$ cat config.mk
export PLATFORM = sky130hd
export DESIGN_NAME = encrypt_ctrl
export DESIGN_NICKNAME = d
export VERILOG_FILES = /design/src/rtl/encrypt_ctrl.sv
export SDC_FILE = /design/constraint.sdc
export NUM_CORES = 1
export LEC_CHECK = 0
export CORE_ASPECT_RATIO = 0.5
export CORE_UTILIZATION = 40
export CTS_CLUSTER_DIAMETER = 60
export DETAILED_ROUTE_END_ITERATION = 8
export GPL_TIMING_DRIVEN = 1
export SYNTH_ARGS = -nofsm -noshare
export SYNTH_HDL_FRONTEND = slang
export SYNTH_SLANG_ARGS = --single-unit
$ cat constraint.sdc
create_clock -name clk -period 2 [get_ports clk]
set_input_delay 0.5 -clock clk [delete_from_list [all_inputs] [get_ports clk]]
set_output_delay 0.5 -clock clk [all_outputs]
set_load 0.005 [all_outputs]
$ cat src/rtl/encrypt_ctrl.sv
// rtl/encrypt_ctrl.sv - LFSR encryption pass sequencer for a single-port-write memory
//
// Purpose: on start, read preamble length, taps and seed from mem[0..2], then
// write OUT_LEN encrypted bytes (preamble, message, pad) to OUT_BASE onward.
// Ports:
//   clk, reset    - clock, synchronous active-high reset
//   start         - run request, honoured only in IDLE or DONE
//   raddr / rdata - memory read pointer / combinational read data
//   waddr / wdata - memory write pointer / write data
//   wr_en         - memory write enable (forced low while reset is high)
//   busy / done   - run in progress / run complete (level)
module encrypt_ctrl #(
  parameter int             W        = 8,
  parameter int             ADDR_W   = 8,
  parameter int             MSG_BASE = 4,
  parameter int             MSG_LEN  = 52,
  parameter int             OUT_BASE = 128,
  parameter int             OUT_LEN  = 64,
  parameter int             PRE_MIN  = 7,
  parameter int             PRE_MAX  = 12,
  parameter logic [W-1:0]   PAD_CHAR = 8'h20
) (
  input  logic              clk,
  input  logic              reset,
  input  logic              start,
  output logic [ADDR_W-1:0] raddr,
  input  logic [W-1:0]      rdata,
  output logic [ADDR_W-1:0] waddr,
  output logic [W-1:0]      wdata,
  output logic              wr_en,
  output logic              busy,
  output logic              done
);

  localparam int CNT_W = $clog2(OUT_LEN + 1);

  typedef enum logic [2:0] {
    S_IDLE, S_RD_LEN, S_RD_TAP, S_RD_SEED, S_PRE, S_MSG, S_PAD, S_DONE
  } state_t;

  state_t             state_q, state_d;
  logic [CNT_W-1:0]   k_q, k_d;
  logic [CNT_W-1:0]   m_q, m_d;
  logic [CNT_W-1:0]   pre_len_q, pre_len_d;
  logic [4:0]         taps_q, taps_d;
  logic [4:0]         lfsr_q, lfsr_d;
  logic               busy_q, busy_d;
  logic               done_q, done_d;

  logic               in_write;
  logic               k_last;
  logic [W-1:0]       plain;

  assign in_write = (state_q == S_PRE) || (state_q == S_MSG) || (state_q == S_PAD);
  assign k_last   = (k_q == CNT_W'(OUT_LEN - 1));

  // Next-state and datapath update
  always_comb begin
    state_d   = state_q;
    k_d       = k_q;
    m_d       = m_q;
    pre_len_d = pre_len_q;
    taps_d    = taps_q;
    lfsr_d    = lfsr_q;

    unique case (state_q)
      S_IDLE, S_DONE: begin
        if (start) state_d = S_RD_LEN;
      end
      S_RD_LEN: begin
        // Full-width unsigned clamp before narrowing to the counter width
        if (rdata < W'(PRE_MIN))      pre_len_d = CNT_W'(PRE_MIN);
        else if (rdata > W'(PRE_MAX)) pre_len_d = CNT_W'(PRE_MAX);
        else                          pre_len_d = CNT_W'(rdata);
        state_d = S_RD_TAP;
      end
      S_RD_TAP: begin
        taps_d  = rdata[4:0];
        state_d = S_RD_SEED;
      end
      S_RD_SEED: begin
        lfsr_d  = rdata[4:0];
        k_d     = '0;
        m_d     = '0;
        state_d = S_PRE;
      end
      S_PRE: begin
        if (k_q == pre_len_q - CNT_W'(1)) state_d = S_MSG;
      end
      S_MSG: begin
        m_d = m_q + CNT_W'(1);
        // A maximal preamble fills the region exactly, so PAD is skipped
        if (m_q == CNT_W'(MSG_LEN - 1)) state_d = k_last ? S_DONE : S_PAD;
      end
      S_PAD: begin
        if (k_last) state_d = S_DONE;
      end
      default: state_d = S_IDLE;
    endcase

    // Every write cycle consumes one keystream value
    if (in_write) begin
      k_d    = k_q + CNT_W'(1);
      lfsr_d = {lfsr_q[3:0], ^(lfsr_q & taps_q)};
    end

    busy_d = (state_d != S_IDLE) && (state_d != S_DONE);
    done_d = (state_d == S_DONE);
  end

  always_ff @(posedge clk) begin
    if (reset) begin
      state_q   <= S_IDLE;
      k_q       <= '0;
      m_q       <= '0;
      pre_len_q <= '0;
      taps_q    <= '0;
      lfsr_q    <= '0;
      busy_q    <= 1'b0;
      done_q    <= 1'b0;
    end else begin
      state_q   <= state_d;
      k_q       <= k_d;
      m_q       <= m_d;
      pre_len_q <= pre_len_d;
      taps_q    <= taps_d;
      lfsr_q    <= lfsr_d;
      busy_q    <= busy_d;
      done_q    <= done_d;
    end
  end

  // Memory port decode; the message byte flows straight from rdata to wdata
  always_comb begin
    plain = PAD_CHAR;
    raddr = '0;
    unique case (state_q)
      S_RD_TAP:  raddr = ADDR_W'(1);
      S_RD_SEED: raddr = ADDR_W'(2);
      S_MSG: begin
        raddr = ADDR_W'(MSG_BASE) + ADDR_W'(m_q);
        plain = rdata;
      end
      default: raddr = '0;
    endcase

    waddr = in_write ? (ADDR_W'(OUT_BASE) + ADDR_W'(k_q)) : '0;
    wdata = in_write ? (plain ^ {{(W-5){1'b0}}, lfsr_q}) : '0;
    wr_en = in_write && !reset;
  end

  assign busy = busy_q;
  assign done = done_q;

endmodule
# After elaboration in Yosys (flattened, before gate mapping)
# Cells that the tools add are included.
# classes
n_lt_le_gt_ge	2
n_bitwise	2
mux	17
reduce_logical	11
add_sub_neg	5
n_eq_ne	12
# op_table
op	count
2-to-1 mux 7 bit	4
2-to-1 mux 8 bit	3
case mux 8 bit (3 select lines)	1
case mux 3 bit (7 select lines)	1
equality test 3 bit, second input constant	5
adder 7 x 1 -> 7 bit, second input constant	2
equality test 7 x 6 -> 1 bit, second input constant	2
case mux 7 bit (2 select lines)	1
2-to-1 mux 3 bit	4
2-to-1 mux 5 bit	2
adder 3 x 7 -> 8 bit, first input constant	1
adder 8 x 7 -> 8 bit, first input constant	1
greater-than comparator 8 x 4 -> 1 bit, second input constant	1
< comparator 8 x 3 -> 1 bit, second input constant	1
bitwise XOR 8 x 5 -> 8 bit	1
equality test 7 bit	1
subtractor 7 x 1 -> 7 bit, second input constant	1
equality test 3 x 2 -> 1 bit, second input constant	2
AND 5 bit	1
parity 5 bit	1
nonzero test 2 bit	2
equality test 3 x 1 -> 1 bit, second input constant	1
logical NOT 3 bit	1
!= test 3 bit, second input constant	1
other kinds (6)	8
# word_totals
out_inout_bits	27
register_bits	36
wordCells	57

# Logic depth before layout (Yosys ltp)
# depth
ltp_word	6
mapped_depth	8

# Worst setup path before layout
# Ideal clock, no wire load.
# synth_path
path_kind	register -> output
startpoint	register state_q[0]
endpoint	output wdata[2]
t_arrival_ns	1.382
setup_slack_ns	0.118
stages_incl_launch_ff	8
required_ns	1.500
cell_sequence	dfxtp_1 buf_2 and3b_1 clkbuf_1 clkbuf_1 nand2_1 xor2_1 nor2_1
# synth_between
elab_chain_len	4
word_cells_on_any_way	8
classes_between	eq/ne: 3; mux: 2; bitwise: 1; reduce/logical: 2
# synth_lines
item	line	text
start: declaration	41	state_t state_q, state_d;
start signal: assignment	122	state_q <= state_d;
equality test 3 bit, on equally long branches	54, 137	
2-to-1 mux 8 bit / logical OR 1 bit (equally long branches)	137, 54	
bitwise XOR 8 x 5 -> 8 bit / logical OR 1 bit (equally long branches)	148, 54	
2-to-1 mux 8 bit *	148	wdata = in_write ? (plain ^ {{(W-5){1'b0}}, lfsr_q}) : '0;
end: declaration	29	output logic [W-1:0] wdata,
# Every way passes the cells marked *; elsewhere a longest branch is shown, timed or not.

# Worst setup path in the final report
# layout_path
startpoint	register state_q[0]
endpoint	output raddr[0]
# layout_between
elab_chain_len	2
word_cells_on_any_way	4
classes_between	eq/ne: 3; mux: 1
# layout_lines
item	line	text
equality test 3 bit / equality test 3 x 2 -> 1 bit (equally long branches)	137	unique case (state_q)
case mux 8 bit (3 select lines) *	137	
end: declaration	26	output logic [ADDR_W-1:0] raddr,
# Marked as above.

==> impl_metrics.toml <==
[layout]
finalInstanceArea_um2 = 3000
diodes = 0
drive_above_1_share_pct = 25.1
finalNetCount = 358
syn_to_final_growth_pct = 42.3

[timing]
period_share_pct = 99.9
maxSlewViolCount = 0
fmax_mhz = 500
hold_viol_final = 0
clock-skew-final_ns = 0.00970
grt_setup_unrepaired = "true"
setup_viol = 0
setup_ws_ns = 0.00156
fin_crit_ns = 2.00
maxSlewHeadroom_pct = 75.8
tightestPinTransition_ns = 0.364
timing.hold.ws_ns = 0.493
finalSetupTns_ns = 0

[global_route]
grtUsageMet3_pct = 4.68
grt_pass1_wl_mm = 9.18
grtUsageMet2_pct = 33.0
top_usage_layer = "met2"
grt_use_total_pct = 21.6
met1_usage_pct = 30.7
grt_max_degree = 34
antenna_found_initial = 0
grt_remaining_overflow = 0
grt_pass1_vias = 1891

[floorplanning]
core-area_um2 = 5000
rows = 18
die_h_um = 53.4
dieArea_um2 = 5590
die_w_um = 105
initial_utilization_pct = 42.2
io_pins = 38

[yosys]
synthArstFlopShare_pct = 0
syn_area_per_cell_um2 = 7.78
yosys_warnings = 0
synth_cell_types = 46
synth_cells = 271
synth.cell_area_um2 = 2110
seq_area_frac_synth_pct = 34.2
syn-num-nets = 287
synth_top_family_by_area = "simple AND/OR/NAND/NOR gates"
synth-simple-area-share_pct = 30.0
synthMuxAreaShare_pct = 2.37
synth_edf_count = 0
synth-compound-area-share_pct = 16.7
synth_adder_area_share_pct = 2.97
ys_ff_latch = 36
synth-xor-area-share_pct = 8.96
synth-main-ff-cell = "dfxtp_1"

[clock_network]
cts_tree = "done"
hold_buffers = 0
cts.clk_slew.worst_paths_ns = 0.07
ctsRootBufferMaster = "clkbuf_8"
clockBufferDepth = 2
cts.sinks = 36
htree_levels = 2
worstSkewPairLatency_ns = 0.29
cts_inserted_buffers = 5

[power]
vdd_ir_drop_max_uv = 259
power.internal_w = 0.00122
switching_share_pct = 27.2
clkPwrFrac_pct = 33.6
cellLeakagePower_nw = 1.36
switching_power_w = 0.000457
combPwrFrac_pct = 20.5
finalPower_w = 0.00168
seq_power_share_pct = 45.8
cellPowerDensity_nw_per_um2 = 560

[critical_path]
r2r_end = "busy"
r2r-start = "m_q[2]"
crit_fanout = 5
setup.worst_path.class = "reg2out"
cp-end-kind = "output pin"
crit_arrival_ns = 1.50
cp-start-kind = "register"
startpoint = "state_q[0]"
r2r_slack_ns = 0.06
reg2reg_depth = 8
cp.required_ns = 1.50
endpoint = "raddr[0]"

[drt]
ant_nets = 0
wirelength_mm = 5.64
drc = 0
drt-wirelength-per-cell_um = 13.7
drtIter0Drc = 55
via_per_inst = 5.11
vias = 2107
drt-pass1-iter-count = 4

[placed_design]
pre_cts_slack_ns = -0.334
hpwl_mm = 4.09
dpl-instance-area_um2 = 2730
place_congestion = 0.822
portBuffers = 37

[job]
cap_violations = 0

[min_path]
hp-class = "reg2reg"

[status]
outcome = "finished, final reports clean"
## state kept, by name, summed over array words and instances, names as in the netlist
| signal | flops |
|---|---|
| done | 1 |
| k_q | 7 |
| m_q | 7 |
| pre_len_q | 7 |
| lfsr_q | 5 |
| busy | 1 |
| taps_q | 5 |
| state_q | 3 |
## synth_stat cells, types with 2 or more instances
master	instances	area [um^2]
clkbuf_1	11	41.3
nand4b_1	3	26.3
a21oi_1	19	95.1
buf_2	4	20.0
a21o_1	3	22.5
a311oi_1	2	17.5
o21ai_0	2	10.0
or4_1	5	37.5
inv_1	7	26.3
nand2_1	29	109
and2_1	16	100
nand2b_1	2	12.5
nor3b_1	2	15.0
inv_2	2	7.51
nand3_1	7	35.0
xnor2_1	10	87.6
nand4_1	4	25.0
xor2_1	9	78.8
o21a_1	4	30.0
o21ai_1	3	15.0
dfxtp_1	36	721
or2_1	2	12.5
mux2i_1	5	50.1
a22oi_1	10	75.1
or3_1	3	18.8
ha_1	5	62.6
nor3_1	3	15.0
nor2b_1	3	18.8
nor2_1	42	158
a211oi_1	2	15.0
## metrics by stage
step | util (%) | instances
6_report | 60.0 | 412
5_1_grt | 60.0 | 412
4_1_cts | 58.4 | 409
3_5_place_dp | 54.6 | 393
3_3_place_gp | 54.6 | 393
2_1_floorplan | - | 271
## cell usage in the layout, fill, tap and decap left out, drive strengths merged, types with 4 or more instances in the layout
cell type / instances
dlymetal6s2s: 8
or4: 5
clkdlybuf4s50: 11
nand2: 29
buf: 49
nand4: 4
dfxtp: 36
clkbuf: 11
o21a: 4
nand3: 7
xor2: 9
nor2: 42
dlygate4sd2: 6
and2: 17
mux2i: 5
inv: 9
a21oi: 19
xnor2: 10
o21ai: 5
a22oi: 10
ha: 5
## worst max-delay path: stages, from the launching register on
cell     delay, ns
dfxtp_4       0.36
and3b_2       0.24
buf_6         0.13
buf_6         0.11
buf_6         0.10
a21o_1        0.15
buf_2         0.12
## power groups by stage
| stage | Sequential [W] | Clock [W] | Combinational (W) |
|---|---|---|---|
| finish | 0.000771 | 0.000565 | 0.000345 |
| global route | 0.000774 | 0.000622 | 0.000376 |
| CTS | 0.000770 | 0.000582 | 0.000333 |
| detailed placement | 0.000786 | 0 | 0.000311 |
| global placement | 0.000785 | 0 | 0.000306 |
| floorplan | 0.000779 | 0 | 0.000185 |
## how the worst min path moves through the flow
stage	cells past startpoint	from	to	slack [ns]
after global routing	1	pre_len_q[6]	pre_len_q[6]	0.51
final	1	pre_len_q[6]	pre_len_q[6]	0.49
after detailed placement	1	pre_len_q[6]	pre_len_q[6]	0.48
after CTS	1	pre_len_q[6]	pre_len_q[6]	0.49
after floorplan	1	pre_len_q[6]	pre_len_q[6]	0.45
after global placement	1	pre_len_q[6]	pre_len_q[6]	0.47
## cells by family after synthesis
family	Yosys count
compound gates	54
simple gates	126
mux	5
xor+xnor	20
fa+ha+maj	5
flops	36
buf+inv	25
## per-layer routing
metal | vias to the layer above | wire length (um)
met2 | 53 | 2370
met5 | - | 0
met1 | 975 | 2900
met3 | 5 | 326
met4 | 0 | 39
li1 | 1074 | -
## layout make-up
type	instances	area, um^2
well taps	70	87.6
multi-input cells	210	1360
clock buffers	7	96.3
repair buffers	79	677
fillers	457	2000
inverters	9	38.8
repair inverters	1	7.51
flip-flops and latches	36	736
## timing repair
item | CTS | global route
setup endpoints to repair | 25 | 31
cloned | 1 | 0
buffers inserted | 8 | 6
gates resized for setup | 61 | 38
pin swaps | 7 | 9
Power figures use the tool's default switching activity.
